--- src/rtl/status_flag_unit_pkg.sv ---
// Shared definitions for the NZCV status-flag producer: ALU class
// encodings, flag bit positions and the reset value of the flag vector.
package status_flag_unit_pkg;

   // ALU classes. Codes 5..7 are the LOGIC class; the low bits select
   // the bitwise operation. A plain move of op_b is expressed as ORR with
   // op_a = 0.
   typedef enum logic [2:0] {
      OP_ADD = 3'd0,
      OP_ADC = 3'd1,
      OP_SUB = 3'd2,
      OP_SBC = 3'd3,
      OP_RSB = 3'd4,
      OP_AND = 3'd5,
      OP_ORR = 3'd6,
      OP_EOR = 3'd7
   } op_class_e;

   localparam int FLAG_N = 3;
   localparam int FLAG_Z = 2;
   localparam int FLAG_C = 1;
   localparam int FLAG_V = 0;

   localparam logic [3:0] FLAGS_RESET = 4'b0000;

   // True for the classes that go through the adder.
   function automatic logic is_arith(input op_class_e op);
      return (op == OP_ADD) || (op == OP_ADC) || (op == OP_SUB) ||
             (op == OP_SBC) || (op == OP_RSB);
   endfunction

endpackage

--- src/rtl/status_flag_unit_flag_compute.sv ---
// Combinational E-stage ALU result and candidate NZCV flags.
// cin_i and v_i come from the forwarded flag vector so that ADC/SBC and
// the LOGIC class see the newest flags, committed or still pending.
module status_flag_unit_flag_compute
   import status_flag_unit_pkg::*;
#(
   parameter int WIDTH = 32
) (
   input  op_class_e        op_class_i,
   input  logic [WIDTH-1:0] op_a_i,
   input  logic [WIDTH-1:0] op_b_i,
   input  logic             shift_carry_i,
   input  logic             cin_i,
   input  logic             v_i,
   output logic [WIDTH-1:0] result_o,
   output logic [3:0]       flags_o
);

   logic [WIDTH-1:0] x;
   logic [WIDTH-1:0] y;
   logic             c;
   logic             arith;
   logic [WIDTH-1:0] logic_res;
   logic [WIDTH:0]   sum;

   // Map every arithmetic class onto x + y + c, where x is the minuend.
   always_comb begin
      x         = op_a_i;
      y         = op_b_i;
      c         = 1'b0;
      logic_res = '0;
      arith     = is_arith(op_class_i);
      case (op_class_i)
         OP_ADC:  c = cin_i;
         OP_SUB:  begin y = ~op_b_i; c = 1'b1;  end
         OP_SBC:  begin y = ~op_b_i; c = cin_i; end
         OP_RSB:  begin x = op_b_i;  y = ~op_a_i; c = 1'b1; end
         OP_AND:  logic_res = op_a_i & op_b_i;
         OP_ORR:  logic_res = op_a_i | op_b_i;
         OP_EOR:  logic_res = op_a_i ^ op_b_i;
         default: ;
      endcase
   end

   assign sum      = {1'b0, x} + {1'b0, y} + {{WIDTH{1'b0}}, c};
   assign result_o = arith ? sum[WIDTH-1:0] : logic_res;

   // C is carry-out (not borrow) for subtracts because y is already inverted.
   always_comb begin
      flags_o         = FLAGS_RESET;
      flags_o[FLAG_N] = result_o[WIDTH-1];
      flags_o[FLAG_Z] = (result_o == '0);
      flags_o[FLAG_C] = arith ? sum[WIDTH] : shift_carry_i;
      flags_o[FLAG_V] = arith ? ((x[WIDTH-1] == y[WIDTH-1]) &&
                                 (result_o[WIDTH-1] != x[WIDTH-1]))
                              : v_i;
   end

endmodule

--- src/rtl/status_flag_unit.sv ---
// NZCV producer: E-stage flag compute, a one-deep pending register and
// the architectural status register. flags_fwd_o is driven only from
// registers, so feeding its C bit back as ADC/SBC carry-in forms no loop.
module status_flag_unit
   import status_flag_unit_pkg::*;
#(
   parameter int WIDTH = 32
) (
   input  logic             clk_i,
   input  logic             rst_i,
   input  logic             exe_valid_i,
   input  logic             s_bit_i,
   input  logic             cond_pass_i,
   input  logic             stall_i,
   input  logic             flush_i,
   input  op_class_e        op_class_i,
   input  logic [WIDTH-1:0] op_a_i,
   input  logic [WIDTH-1:0] op_b_i,
   input  logic             shift_carry_i,
   output logic [WIDTH-1:0] alu_result_o,
   output logic [3:0]       flags_fwd_o,
   output logic [3:0]       flags_arch_o,
   output logic             flag_pending_o
);

   logic [3:0] cand_flags;
   logic       qualify;

   logic [3:0] pend_q, pend_d;
   logic       pend_vld_q, pend_vld_d;
   logic [3:0] arch_q, arch_d;

   status_flag_unit_flag_compute #(.WIDTH(WIDTH)) u_flag_compute (
      .op_class_i    (op_class_i),
      .op_a_i        (op_a_i),
      .op_b_i        (op_b_i),
      .shift_carry_i (shift_carry_i),
      .cin_i         (flags_fwd_o[FLAG_C]),
      .v_i           (flags_fwd_o[FLAG_V]),
      .result_o      (alu_result_o),
      .flags_o       (cand_flags)
   );

   assign qualify = exe_valid_i & s_bit_i & cond_pass_i & ~stall_i & ~flush_i;

   // Commit the old pending value and load a new one on the same edge;
   // a stall freezes both registers.
   always_comb begin
      pend_d     = pend_q;
      pend_vld_d = pend_vld_q;
      arch_d     = arch_q;
      if (!stall_i) begin
         if (pend_vld_q) begin
            arch_d = pend_q;
         end
         if (qualify) begin
            pend_d     = cand_flags;
            pend_vld_d = 1'b1;
         end else begin
            pend_vld_d = 1'b0;
         end
      end
   end

   // Flag state registers; reset discards any pending update.
   always_ff @(posedge clk_i) begin
      if (rst_i) begin
         pend_q     <= FLAGS_RESET;
         pend_vld_q <= 1'b0;
         arch_q     <= FLAGS_RESET;
      end else begin
         pend_q     <= pend_d;
         pend_vld_q <= pend_vld_d;
         arch_q     <= arch_d;
      end
   end

   assign flags_fwd_o    = pend_vld_q ? pend_q : arch_q;
   assign flags_arch_o   = arch_q;
   assign flag_pending_o = pend_vld_q;

endmodule

--- config.mk ---
export PLATFORM = sky130hd
export DESIGN_NAME = status_flag_unit
export DESIGN_NICKNAME = d
export VERILOG_FILES = /design/src/rtl/status_flag_unit_pkg.sv /design/src/rtl/status_flag_unit_flag_compute.sv /design/src/rtl/status_flag_unit.sv
export SDC_FILE = /design/constraint.sdc
export NUM_CORES = 1
export LEC_CHECK = 0
export BUFFER_PORTS_ARGS = -buffer_cell sky130_fd_sc_hd__buf_2
export CAP_MARGIN = 5
export CORE_MARGIN = 5
export CORE_UTILIZATION = 25
export CTS_BUF_LIST = sky130_fd_sc_hd__clkbuf_4
export DETAILED_ROUTE_END_ITERATION = 10
export SYNTH_ARGS = -nofsm -noshare
export SYNTH_HDL_FRONTEND = slang
export SYNTH_SLANG_ARGS = --single-unit
--- constraint.sdc ---
create_clock -name clk_i -period 5.7 [get_ports clk_i]
set_input_delay 0 -clock clk_i [delete_from_list [all_inputs] [get_ports clk_i]]
set_output_delay 0 -clock clk_i [all_outputs]
set_load 0.01 [all_outputs]
Yosys cells after proc, flatten, opt, wreduce, memory -nomap -nowiden
Cells that the tools add are included.
Widths: inputs -> output; s select.
{"block": "totals", "register_bits": 9, "input_bits": 75, "output_inout_bits": 41, "elab_cells": 45}
{"block": "op_classes", "addsub": 2, "eq_ne": 9, "n_mux": 9, "bitwise": 11, "n_reduce_logical": 11}
{"op": "$pmux 32 s3", "n": 1}
{"op": "$mux 32", "n": 2}
{"op": "$not 32->32", "n": 2}
{"op": "$pmux 32 s2", "n": 1}
{"op": "$add 32x32->33", "n": 1}
{"op": "$add 33x1->33", "n": 1}
{"op": "$and 32x32->32", "n": 1}
{"op": "$logic_not 32->1", "n": 1}
{"op": "$or 32x32->32", "n": 1}
{"op": "$xor 32x32->32", "n": 1}
{"op": "$eq 3x3->1 const B", "n": 4}
{"op": "$eq 3x2->1 const B", "n": 2}
{"op": "$reduce_or 2->1", "n": 3}
{"op": "$and 1x1->1", "n": 4}
{"op": "$logic_or 1x1->1", "n": 4}
{"op": "$mux 4", "n": 1}
{"op": "$eq 3x1->1 const B", "n": 1}
{"op": "$logic_not 3->1", "n": 1}
{"op": "$mux 1", "n": 3}
{"op": "$not 1->1", "n": 2}
{"op": "$pmux 1 s2", "n": 1}
{"op": "$reduce_and 2->1", "n": 1}
{"op": "$eq 1x1->1", "n": 1}
{"op": "$logic_and 1x1->1", "n": 1}
{"op": "$ne 1x1->1", "n": 1}

Logic depth before layout (Yosys ltp)
Gate-level depths: netlist of the first run.
{"block": "depth", "depth_word": 9, "depth_mapped": 21, "ltp_nobuf": 17}

Modules after synthesis
From an unflattened synthesis of the first run, not the netlist that was laid out.
{"block": "hier_totals", "hier_cells": 837, "area_unflattened_um2": 5323.9}
{"mod": "status_flag_unit_flag_compute", "instances": 1, "cells_per_inst": 798, "area_per_inst_um2": 4907.2, "seq_area_each_um2": 0.0}
{"mod": "status_flag_unit", "instances": 1, "cells_per_inst": 39, "area_per_inst_um2": 416.6, "seq_area_each_um2": 180.2}

Worst setup path before layout of the first run
Ideal clock, no wire load.
{"block": "synth_timing", "kind": "input to register", "start": "in op_class_i[1]", "end": "reg pend_q[2]", "setup_ns": 0.085, "t_arrival_ns": 4.661, "required_time_ns": 5.615, "setup_slack_ns": 0.955, "stages": 21, "path_buffers": 4, "cell_sequence": "clkbuf_1 clkbuf_1 buf_1 nor2b_1 a21o_1 clkbuf_1 a21oi_1 a31oi_1 fa_1 inv_1 fa_1 a21o_1 a221oi_4 or4_1 nand3_2 a21oi_2 xor2_1 a22oi_2 a2111o_1 a2111o_1 o31ai_2"}
{"block": "synth_via", "elab_chain_cells": 7, "word_cells_on_any_way": 23, "classes_between": "2 x add/sub; 7 x eq/ne; 5 x mux; 9 x reduce/logical"}
{"element": "from (decl)", "line": "status_flag_unit.sv:16", "source": "input op_class_e op_class_i,"}
{"element": "$eq 3x2->1 (tied with other cells)", "line": "status_flag_unit_pkg.sv:29, status_flag_unit_flag_compute.sv:33"}
{"element": "$reduce_or 2->1 (no source line) or $logic_or 1x1->1 (tied branches)"}
{"element": "$pmux 32 s2 or $logic_or 1x1->1 (tied branches)", "line": "status_flag_unit_flag_compute.sv:33, status_flag_unit_pkg.sv:28"}
{"element": "$add 32x32->33 or $logic_or 1x1->1 (tied branches)", "line": "status_flag_unit_flag_compute.sv:45, status_flag_unit_pkg.sv:28"}
{"element": "$add 33x1->33 or $logic_or 1x1->1 (tied branches)", "line": "status_flag_unit_flag_compute.sv:45, status_flag_unit_pkg.sv:29"}
{"element": "$mux 32 (*)", "line": "status_flag_unit_flag_compute.sv:46", "source": "assign result_o = arith ? sum[WIDTH-1:0] : logic_res;"}
{"element": "via alu_result_o[24]", "line": "status_flag_unit.sv:20", "source": "output logic [WIDTH-1:0] alu_result_o,"}
{"element": "$logic_not 32->1 (*)", "line": "status_flag_unit_flag_compute.sv:52", "source": "flags_o[FLAG_Z] = (result_o == '0);"}
{"element": "to (signal assigned)", "line": "status_flag_unit.sv:72", "source": "pend_q <= pend_d;"}
{"element": "to (decl)", "line": "status_flag_unit.sv:29", "source": "logic [3:0] pend_q, pend_d;"}
Mark *: on every way through the listed nets, which the timed path passes. The rest lies on a longest branch.
A chain may end at the register's enable or synchronous reset.

Worst setup path in the final report of the first run
{"block": "layout_timing", "start": "in op_class_i[1]", "end": "reg pend_q[2]"}
{"block": "layout_via", "elab_chain_cells": 7, "word_cells_on_any_way": 23, "classes_between": "2 x add/sub; 7 x eq/ne; 5 x mux; 9 x reduce/logical"}
{"element": "$eq 3x2->1 (tied with other cells)", "line": "status_flag_unit_pkg.sv:29, status_flag_unit_flag_compute.sv:33"}
{"element": "$reduce_or 2->1 (no source line) or $logic_or 1x1->1 (tied branches)"}
{"element": "$pmux 32 s2 or $logic_or 1x1->1 (tied branches)", "line": "status_flag_unit_flag_compute.sv:33, status_flag_unit_pkg.sv:28"}
{"element": "$add 32x32->33 or $logic_or 1x1->1 (tied branches)", "line": "status_flag_unit_flag_compute.sv:45, status_flag_unit_pkg.sv:28"}
{"element": "$add 33x1->33 or $logic_or 1x1->1 (tied branches)", "line": "status_flag_unit_flag_compute.sv:45, status_flag_unit_pkg.sv:29"}
{"element": "$mux 32 (*)", "line": "status_flag_unit_flag_compute.sv:46"}
{"element": "$logic_not 32->1 (*)", "line": "status_flag_unit_flag_compute.sv:52"}
Every way passes the cells marked *; elsewhere a longest branch is shown, timed or not.

==> results of run 1 <==
-- stage by stage --
step	instance area (um^2)	hold WS [ns]	std cells	setup slack (ns)	utilization (%)
CTS	6360	0.0239	1223	1.01	29.2
floorplan	5550	0.276	870	0.955	-
finish	6360	0.0183	1224	0.970	29.2
global route	6360	0.0384	1224	0.646	29.2
global placement	6330	0.309	1219	0.885	29.0
detailed placement	6330	0.312	1219	0.765	29.0
-- cell type report --
class	instances	area [um^2]
sequential	9	180
clock buffer	4	30.0
tap	280	350
antenna	1	2.50
multi-input combinational	718	4820
inverter	86	323
timing repair buffer	126	658
fill	2452	15500
-- power by group --
group	internal (uW)	total, uW	switching [uW]
registers	64.3	65.3	0.987
clock network	31.8	59.2	27.4
logic	318	820	502
total	414	944	531
-- state kept, by name, summed over array words and instances, names as in the netlist --
signal,flops
flag_pending_o,1
pend_q,4
flags_arch_o,4
-- placed cells by master (no fill, tap or decap), types with 5 or more instances in the layout --
master     instances
a211oi_1           5
a21o_1            16
a21oi_1           54
a22oi_1            6
a32o_1             7
and3_1             9
buf_2            115
buf_4             11
dfxtp_1            9
ha_1              95
inv_1             86
mux2i_1           14
nand2_1          114
nand2b_1          22
nand3_1            8
nand4_1            8
nor2_1            53
nor2b_1           17
nor3_1            20
nor4_1             7
o2111ai_1          5
o211ai_1           7
o21a_1             7
o21ai_0          133
o21ai_1           10
o22ai_1            6
xnor2_1           10
xor2_1             7
-- kinds of logic (layout without fill, tap and decap cells) --
kind of cell	Yosys count	after routing	share of synthesized area (%)
DFF	9	9	3.25
adders and majority gates	97	97	22.1
muxes	17	17	3.13
buffers and inverters	143	216	10.1
xor gates and xnor gates	17	17	2.68
and+or+nand+nor	283	283	24.4
other	0	1	0
AOI/OAI and AO/OA	304	304	34.3
-- routing by layer --
metal | up-vias | part of all wire (%)
met3 | 27 | 4.5
li1 | 3224 | -
met4 | 0 | 2.1
met1 | 2857 | 48
met2 | 177 | 45
met5 | - | 0
-- cells in the mapped netlist (8+ instances only) --
| library cell | n | area, um^2 |
|---|---|---|
| a21o_1 | 16 | 120 |
| xnor2_1 | 10 | 87.6 |
| nor3_1 | 20 | 100 |
| nand2b_1 | 22 | 138 |
| buf_2 | 9 | 45.0 |
| o21ai_0 | 134 | 671 |
| nand4_1 | 8 | 50.1 |
| nand3_1 | 8 | 40.0 |
| nor2b_1 | 18 | 113 |
| nand2_1 | 115 | 432 |
| nor2_1 | 53 | 199 |
| and3_1 | 9 | 56.3 |
| a21oi_1 | 54 | 270 |
| o21ai_1 | 10 | 50.1 |
| mux2i_1 | 14 | 140 |
| inv_1 | 86 | 323 |
| dfxtp_1 | 9 | 180 |
| ha_1 | 95 | 1190 |
| clkbuf_1 | 39 | 146 |
-- path summary, 6_finish.rpt --
path,endpoint,slack (ns)
worst max register to register,pend_q[2],1.13
worst max-delay path,pend_q[2],0.97
worst min-delay path,flags_arch_o[1],0.02
worst min register to register,pend_q[3],0.50
-- worst reg2reg max path, cell delays in order (launching register included) --
cell,delay (ns)
dfxtp_1,0.46
mux2i_1,0.35
o21ai_0,0.11
o21ai_0,0.15
fa_1,0.23
inv_1,0.05
fa_1,0.40
a21o_1,0.25
a221oi_4,0.40
nor3_1,0.15
or4_1,0.46
o211ai_2,0.10
o2111ai_1,0.12
nor4_1,0.50
nand4_1,0.17
a2111o_1,0.37
o31ai_2,0.19
==> impl_metrics.csv, run 1 <==
group,metric,value,unit
clock_tree,clock_sinks,9,
critical_path,rr_startpoint,"flag_pending_o",
route,drc,0,
power,power.density,148,nW/um^2
critical_path,slowest_stage,"nor4_1",
worst_hold_path,worstHoldPathCells,2,
grt,met1_usage,20.7,%
sta,period_needed,4.73,ns
grt,antenna_found_initial,1,
clock_tree,htreeDepth,1,
sta,tightest_slew,0.703,ns
placed_design,routabilityCongestion,0.900,
sta,finClkSkew,0.0193,ns
clock_tree,cts_setup_buffers,0,
floorplan,dieHeight,159,um
power,static-leakage-power,0.00314,uW
critical_path,crit_chain,"buf_2 -> nor2b_2 -> buf_4 -> a21o_1 -> buf_4 -> a21oi_1 -> a31oi_1 -> fa_1 -> inv_1 -> fa_1 -> a21o_1 -> a221oi_4 -> nor3_1 -> or4_1 -> o211ai_2 -> o2111ai_1 -> nor4_1 -> nand4_1 -> a2111o_1 -> o31ai_2",
status,outcome,"complete, no violations",
clock_tree,clk_latency,0.27,ns
route,wirelength,19300,um
logic_synthesis,synth_flop_cell,"dfxtp_1",
logic_synthesis,syn-num-nets,1042,
grt,overflow,0,
placed_design,portBuffers,115,
floorplan,dieArea,25300,um^2
clock_tree,cts.clk_slew.worst_paths,0.09,ns
clock_tree,numCtsBuffers,3,
grt,grt_pass1_vias,6122,
clock_tree,post_cts_resize_count,0,
clock_tree,cts_tree,"built",
critical_path,crit_family,"compound AO/OA/AOI/OAI gates",
logic_synthesis,synth-seq-cells,9,
sta,slew_headroom,53.1,%
clock_tree,cts_hold_buf,0,
sta,rsz0062_at_grt,"false",
clock_tree,clockRootBuffer,"clkbuf_4",
route,avgViaCountPerCell,5.13,
sta,finalCritPeriodShare,83.0,%
sta,setup_viol,0,
layout,final_nets,1116,
route,final_antenna_net_count,0,
floorplan,coreArea,21800,um^2
critical_path,cp_num_buf_inv,4,
critical_path,crit_fanout,21,
critical_path,critical_path_class,"in -> reg",
power,total_power,944,uW
logic_synthesis,async_reset_ff_share,0,%
grt,grt_max_degree,68,
critical_path,cp.required,5.89,ns
critical_path,cp-end-kind,"flip-flop",
worst_hold_path,holdCritStartpoint,"rst_i",
route,drt-pass1-iter-count,7,
logic_synthesis,synth_enable_flop_cells,0,
route,routedWlPerCell,15.8,um
clock_tree,clock_path_buffers,2,
logic_synthesis,avgSynthCellArea,6.38,um^2
grt,busiest_layer,"met2",
layout,drive_gt1_share,15.9,%
critical_path,start_kind,"input port",
sta,drv_slew,0,
critical_path,max_stage_delay,0.50,ns
logic_synthesis,ys_types,69,
logic_synthesis,seq_area_frac_synth,3.25,%
logic_synthesis,syn_area,5550,um^2
logic_synthesis,synthCells,870,
worst_hold_path,min_path_type,"in -> reg",
grt,use_met2,24.2,%
sta,tns,0,ns
critical_path,ff2ff_path_depth,16,
grt,grtUsageTotal,14.6,%
route,drtIter0Drc,580,
logic_synthesis,yosys_warnings,0,
route,num_vias,6285,
placed_design,dp_hpwl,15600,um
floorplan,initial_core_util,25.4,%
layout,area_delta_synth_final,14.6,%
critical_path,cp.depth,20,
sta,max_freq,0.211,GHz
sta,hold_violations,0,
floorplan,rows,54,
floorplan,io_pins,116,
floorplan,die_w,159,um
grt,use_met3,1.35,%
critical_path,crit_path_start,"op_class_i[1]",
critical_path,critPathArrivalTime,4.92,ns
flow_run,drv_cap,0,
power,peakVddDrop,0.0604,mV
grt,grt_pass1_wl,32100,um
(Power assumes the default switching activity.)
==> run 2: changes to the inputs <==
ABC_AREA = 1   (was not set)
clock period = 4 ns   (was 5.7 ns; I/O delays follow)
==> impl_metrics.csv, run 2 <==
group,metric,value,unit
placed_design,portBuffers,115,
placed_design,dp_hpwl,16700,um
critical_path,slowest_stage,"dfxtp_1",
power,peakVddDrop,0.0778,mV
grt,antenna_found_initial,5,
critical_path,cp-end-kind,"flip-flop",
layout,drive_gt1_share,14.2,%
critical_path,crit_fanout,10,
floorplan,io_pins,116,
clock_tree,clk_latency,0.27,ns
layout,final_cell_area,6740,um^2
critical_path,crit_family,"simple AND/OR/NAND/NOR gates",
logic_synthesis,yosysTopAreaCell,"nand2_1",
clock_tree,clock_sinks,9,
clock_tree,clockRootBuffer,"clkbuf_4",
logic_synthesis,yosys-mux-area-fraction,0,%
logic_synthesis,yosysMostFrequentCell,"nand2_1",
logic_synthesis,ys_types,34,
route,drtIter0Drc,397,
logic_synthesis,synthSimpleGateAreaFrac,37.8,%
sta,fin_hold_ws,0.0628,ns
logic_synthesis,yosys_warnings,0,
logic_synthesis,synthCells,1093,
critical_path,crit_top_cell,"nand2_1",
sta,period_needed,3.53,ns
logic_synthesis,synth-seq-cells,9,
power,power.density,194,nW/um^2
sta,finClkSkew,0.00797,ns
floorplan,rows,55,
layout,final_common_cell,"nand2_1",
clock_tree,htreeDepth,1,
grt,grtUsageTotal,14.2,%
clock_tree,cts_tree,"built",
layout,finalCoreUtilization,29.6,%
grt,grt_max_degree,53,
critical_path,max_stage_delay,0.47,ns
critical_path,cp.required,4.21,ns
placed_design,routabilityCongestion,0.922,
grt,overflow,0,
logic_synthesis,seq_area_frac_synth,3.10,%
logic_synthesis,netlist_top_cells_count,"nand2_1, inv_1, ha_1",
placed_design,dpl_cell_area,6690,um^2
sta,rsz0062_at_grt,"false",
critical_path,crit_chain,"o21ai_0 -> o21ai_0 -> nand2_1 -> inv_1 -> fa_1 -> inv_1 -> fa_1 -> nand2_1 -> nand2_1 -> nand3_1 -> nand2_1 -> nand2_1 -> nand2_1 -> nand2_1 -> nand2_1 -> nand2_1 -> nand2_1 -> nor2_1 -> nand2_1 -> nor2_1 -> nand2_1 -> nor2_1 -> nand3_1 -> a21oi_2",
placed_design,dpl_worst_slack,0.475,ns
layout,final_cell_mix,"nand2_1, inv_1, buf_2",
logic_synthesis,synth-compound-area-share,20.3,%
grt,grt_pass1_wl,31700,um
logic_synthesis,synth.top_cell.area_share,23.1,%
sta,finalCritPeriodShare,88.2,%
flow_run,drv_cap,0,
critical_path,critical_path_class,"reg -> reg",
critical_path,start_kind,"flip-flop",
logic_synthesis,synth-adder-area-share,21.1,%
route,drt-pass1-iter-count,5,
clock_tree,clock_path_buffers,2,
logic_synthesis,synth_flop_cell,"dfxtp_1",
route,num_vias,6978,
clock_tree,cts.clk_slew.worst_paths,0.07,ns
logic_synthesis,syn_area,5820,um^2
layout,final_nets,1353,
floorplan,coreArea,22800,um^2
sta,hold_violations,0,
layout,area_delta_synth_final,15.8,%
floorplan,dieArea,26400,um^2
route,drc,0,
logic_synthesis,synth_xor_area_share,0,%
status,outcome,"complete, no violations",
floorplan,dieHeight,163,um
sta,setup_viol,0,
sta,slew_headroom,48.9,%
logic_synthesis,avgSynthCellArea,5.32,um^2
floorplan,initial_core_util,25.5,%
clock_tree,numCtsBuffers,3,
sta,tns,0,ns
sta,drv_slew,0,
logic_synthesis,synth_top_family_by_area,"simple AND/OR/NAND/NOR gates",
route,routedWlPerCell,13.1,um
logic_synthesis,async_reset_ff_share,0,%
logic_synthesis,syn-num-nets,1265,
sta,setup_ws,0.471,ns
logic_synthesis,synthTopCellsByArea,"nand2_1, ha_1, inv_1",
grt,grt_pass1_vias,6588,
critical_path,critPathArrivalTime,3.74,ns
critical_path,cp_num_buf_inv,2,
power,static-leakage-power,0.00411,uW
route,final_antenna_net_count,0,
sta,max_freq,0.283,GHz
worst_hold_path,min_path_type,"in -> reg",
floorplan,die_w,163,um
logic_synthesis,synth_enable_flop_cells,0,
route,avgViaCountPerCell,4.66,
clock_tree,post_cts_resize_count,0,
route,wirelength,19700,um
sta,tightest_slew,0.765,ns
-- run 2: cell count changes in the layout (fill, tap and decap cells not counted), moves of 26 or more --
cell | previous run | this run
a31o_2 | 0 | 31
inv_1 | 86 | 220
o22ai_1 | 6 | 32
nor2_1 | 53 | 90
o21ai_0 | 133 | 47
nand3_1 | 8 | 63
nand2_1 | 114 | 357
-- run 2: area by class of cell --
class                      count  area (um^2)
fill                        2598        16000
multi-input combinational    821         4610
inverter                     223          837
timing repair buffer         123          676
tap                          313          392
sequential                     9          180
clock buffer                   4         30.0
antenna                        3         7.51
-- run 2: worst paths after layout --
check / start / endpoint / slack [ns] / depth (start not counted)
worst max-delay path: flag_pending_o / pend_q[2] / 0.47 / 24
worst min-delay path: shift_carry_i / pend_q[1] / 0.06 / 3
worst max register to register: flag_pending_o / pend_q[2] / 0.47 / 24
worst min register to register: pend_q[1] / pend_q[1] / 0.48 / 2
-- run 2: cell families (layout without fill, tap and decap cells) --
kind of cell,count (synthesis),count (layout)
DFF,9,9
buffers and inverters,263,350
and+or+nand+nor,544,544
adders and majority gates,97,97
AOI/OAI and AO/OA,180,180
other,0,3
-- run 2: power breakdown --
group          internal (uW)  switching [uW]
Combinational            405             729
Clock                   45.3            35.1
Sequential              92.9            1.59
-- run 2: tightest hold or removal path, stage by stage --
cell and delay [ns]:
buf_2 0.09, o211ai_1 0.09, a21oi_1 0.11
-- run 2: metrics by stage --
stage	total power, uW	cells
2_1_floorplan	872	1093
3_3_place_gp	1220	1488
3_5_place_dp	1230	1488
4_1_cts	1320	1493
5_1_grt	1490	1494
6_report	1310	1496
-- run 2: repair_timing --
| item | 4_1_cts | 5_1_grt |
|---|---|---|
| endpoints found under the hold margin | 1 | 0 |
| buffers inserted | 0 | 0 |
| endpoints found under the setup margin | 0 | 0 |
| hold buffers | 1 | 0 |
-- run 2: metal layers --
metal | GRT usage, % | up-vias | part of all wire [%]
li1 | - | 3678 | -
met1 | 17.7 | 3104 | 44
met2 | 25.2 | 162 | 47
met3 | 2.86 | 28 | 6.6
met4 | 3.39 | 6 | 2.2
met5 | 0 | - | 0.26
==> run 3: changes to the inputs <==
SYNTH_HIERARCHICAL = 1   (was not set)
==> impl_metrics.csv, run 3 <==
group,metric,value,unit
logic_synthesis,ys_types,40,
critical_path,cp-end-kind,"flip-flop",
sta,slew_headroom,44.0,%
route,wl_met2,9340,um
route,wl_met1,8550,um
critical_path,start_kind,"flip-flop",
power,static-leakage-power,0.00407,uW
logic_synthesis,synthTopCellsByArea,"nand2_1, ha_1, inv_1",
placed_design,dp_hpwl,16400,um
route,final_antenna_net_count,0,
critical_path,crit_chain,"nand2_1 -> o21ai_2 -> o21ai_0 -> o21ai_0 -> inv_1 -> fa_1 -> inv_1 -> fa_1 -> nand2_1 -> nand2_1 -> nand3_2 -> nand2_2 -> nor2_1 -> o21ai_0 -> nand2_1 -> nor2_1 -> nand2_1 -> nor2_1 -> nand3_1 -> nor3_2 -> inv_1 -> nand3_1 -> nand2_1 -> nor2_1",
logic_synthesis,synth.top_cell.area_share,23.4,%
sta,tightest_slew,0.839,ns
sta,finClkSkew,0.00871,ns
logic_synthesis,netlist_top_cells_count,"nand2_1, inv_1, ha_1",
layout,finalCoreUtilization,29.0,%
logic_synthesis,yosysMostFrequentCell,"nand2_1",
critical_path,cp.required,4.21,ns
floorplan,rows,56,
clock_tree,cts.clk_slew.worst_paths,0.07,ns
clock_tree,clockRootBuffer,"clkbuf_4",
layout,multi_input_area,4680,um^2
route,route.met3.wl,1230,um
grt,grt_max_degree,52,
grt,grtUsageTotal,14.0,%
clock_tree,clock_sinks,9,
route,drtIter0Drc,464,
clock_tree,numCtsBuffers,3,
power,power.density,196,nW/um^2
critical_path,ff2ff_path_depth,24,
clock_tree,cts_setup_buffers,0,
power,peakVddDrop,0.0749,mV
grt,antenna_found_initial,5,
sta,drv_slew,0,
route,avgViaCountPerCell,4.62,
floorplan,io_pins,116,
critical_path,critPathArrivalTime,3.61,ns
sta,period_needed,3.40,ns
layout,fillers,2701,
logic_synthesis,yosys_warnings,6,
placed_design,routabilityCongestion,0.954,
floorplan,die_w,163,um
sta,tns,0,ns
logic_synthesis,syn_area,5840,um^2
critical_path,crit_fanout,10,
worst_hold_path,hold_path_end,"flag_pending_o",
sta,fin_hold_ws,0.0936,ns
clock_tree,clock_path_buffers,2,
logic_synthesis,seq_area_frac_synth,3.08,%
sta,finalCritPeriodShare,85.1,%
critical_path,r2r_setup_slack,0.60,ns
logic_synthesis,avgSynthCellArea,5.45,um^2
layout,final_common_cell,"nand2_1",
placed_design,portBuffers,115,
route,drt-pass1-iter-count,8,
grt,grt_pass1_vias,6446,
clock_tree,clk_latency,0.26,ns
logic_synthesis,synth_enable_flop_cells,0,
logic_synthesis,yosysTopAreaCell,"nand2_1",
critical_path,crit_top_cell,"nand2_1",
floorplan,dieHeight,163,um
floorplan,dieArea,26500,um^2
logic_synthesis,synth-seq-cells,9,
critical_path,critical_path_class,"reg -> reg",
grt,grt_pass1_wl,31200,um
critical_path,crit_path_start,"flag_pending_o",
flow_run,drv_cap,0,
floorplan,initial_core_util,25.1,%
sta,hold_violations,0,
route,highest_layer,"met5",
route,drc,0,
sta,rsz0062_at_grt,"false",
grt,overflow,0,
clock_tree,htreeDepth,1,
route,num_vias,6864,
route,wirelength,19500,um
clock_tree,cts_tree,"built",
logic_synthesis,async_reset_ff_share,0,%
layout,final_cell_mix,"nand2_1, inv_1, buf_2",
sta,setup_viol,0,
route,routedWlPerCell,13.1,um
layout,regArea,181,um^2
logic_synthesis,synthCells,1072,
logic_synthesis,synth_flop_cell,"dfxtp_1",
status,outcome,"complete, no violations",
layout,final_nets,1340,
floorplan,coreArea,23300,um^2
worst_hold_path,min_path_type,"in -> reg",
critical_path,rr_startpoint,"flag_pending_o",
critical_path,max_stage_delay,0.44,ns
worst_hold_path,holdCritStartpoint,"flush_i",
sta,max_freq,0.294,GHz
layout,area_delta_synth_final,15.6,%
worst_hold_path,worstHoldPathCells,4,
critical_path,slowest_stage,"dfxtp_2",
critical_path,regToRegEndpoint,"pend_q[2]",
logic_synthesis,syn-num-nets,1244,
layout,drive_gt1_share,15.8,%
## run 3: cell types whose count changed in the layout (fill, tap and decap cells not counted), sizes merged, moves of 7 or more
cell and change:
o22ai -32, a31o -31, o221ai +31, nand2 +24, inv -7
## run 3: report_power, final
part / internal [uW] / switching (uW) / total (uW)
Clock: 45.2 / 32.8 / 78.0
Combinational: 397 / 753 / 1150
Sequential: 93.3 / 2.14 / 95.4
## run 3: how the worst max path moves through the flow
stage,to,slack (ns),depth (start not counted)
detailed placement,pend_q[2],0.44,22
floorplan,pend_q[2],0.96,28
CTS,pend_q[2],0.40,22
finish,pend_q[2],0.60,24
global placement,pend_q[2],0.47,24
global route,pend_q[2],0.09,24
## run 3: cell families after synthesis
kind of cell | count (synthesis) | share of synthesized area, %
adders and majority gates | 97 | 21.0
xor gates and xnor gates | 3 | 0.450
buffers and inverters | 250 | 16.9
DFF | 9 | 3.08
AOI/OAI and AO/OA | 157 | 18.2
and+or+nand+nor | 556 | 40.3
## run 3: final cells by class
class                      instances  share of cell area, %
multi-input combinational        813                   69.4
inverter                         218                   12.1
timing repair buffer             123                   9.45
tap                              319                   5.91
sequential                         9                   2.69
clock buffer                       4                  0.445
antenna                            1                 0.0371
## run 3: per-layer routing
layer / track usage, % / vias up
li1: - / 3613
met1: 17.9 / 3035
met2: 25.4 / 182
met3: 1.82 / 26
met4: 2.78 / 8
met5: 0 / -
## run 3: metrics by stage
step	instance area, um^2	total power [uW]	instances	setup slack (ns)
after floorplan	5840	889	1072	0.958
after global placement	6710	1240	1481	0.467
after detailed placement	6710	1250	1481	0.436
after CTS	6750	1330	1486	0.405
after global routing	6750	1490	1486	0.0946
final	6750	1320	1487	0.596
## run 3: critical path: cells and delay by family (launching register included)
kind / cells / cell delay, ns
AO/OA/AOI/OAI: 4 / 0.54
adder cells (fa/ha/maj): 2 / 0.58
buffers and inverters: 3 / 0.28
flip-flops: 1 / 0.44
AND/OR/NAND/NOR: 15 / 1.50
## run 3: repair_timing
item,in CTS,in global routing
hold endpoints to repair,1,0
hold buffers,1,0
resized for setup,0,1
endpoints found under the setup margin,0,1
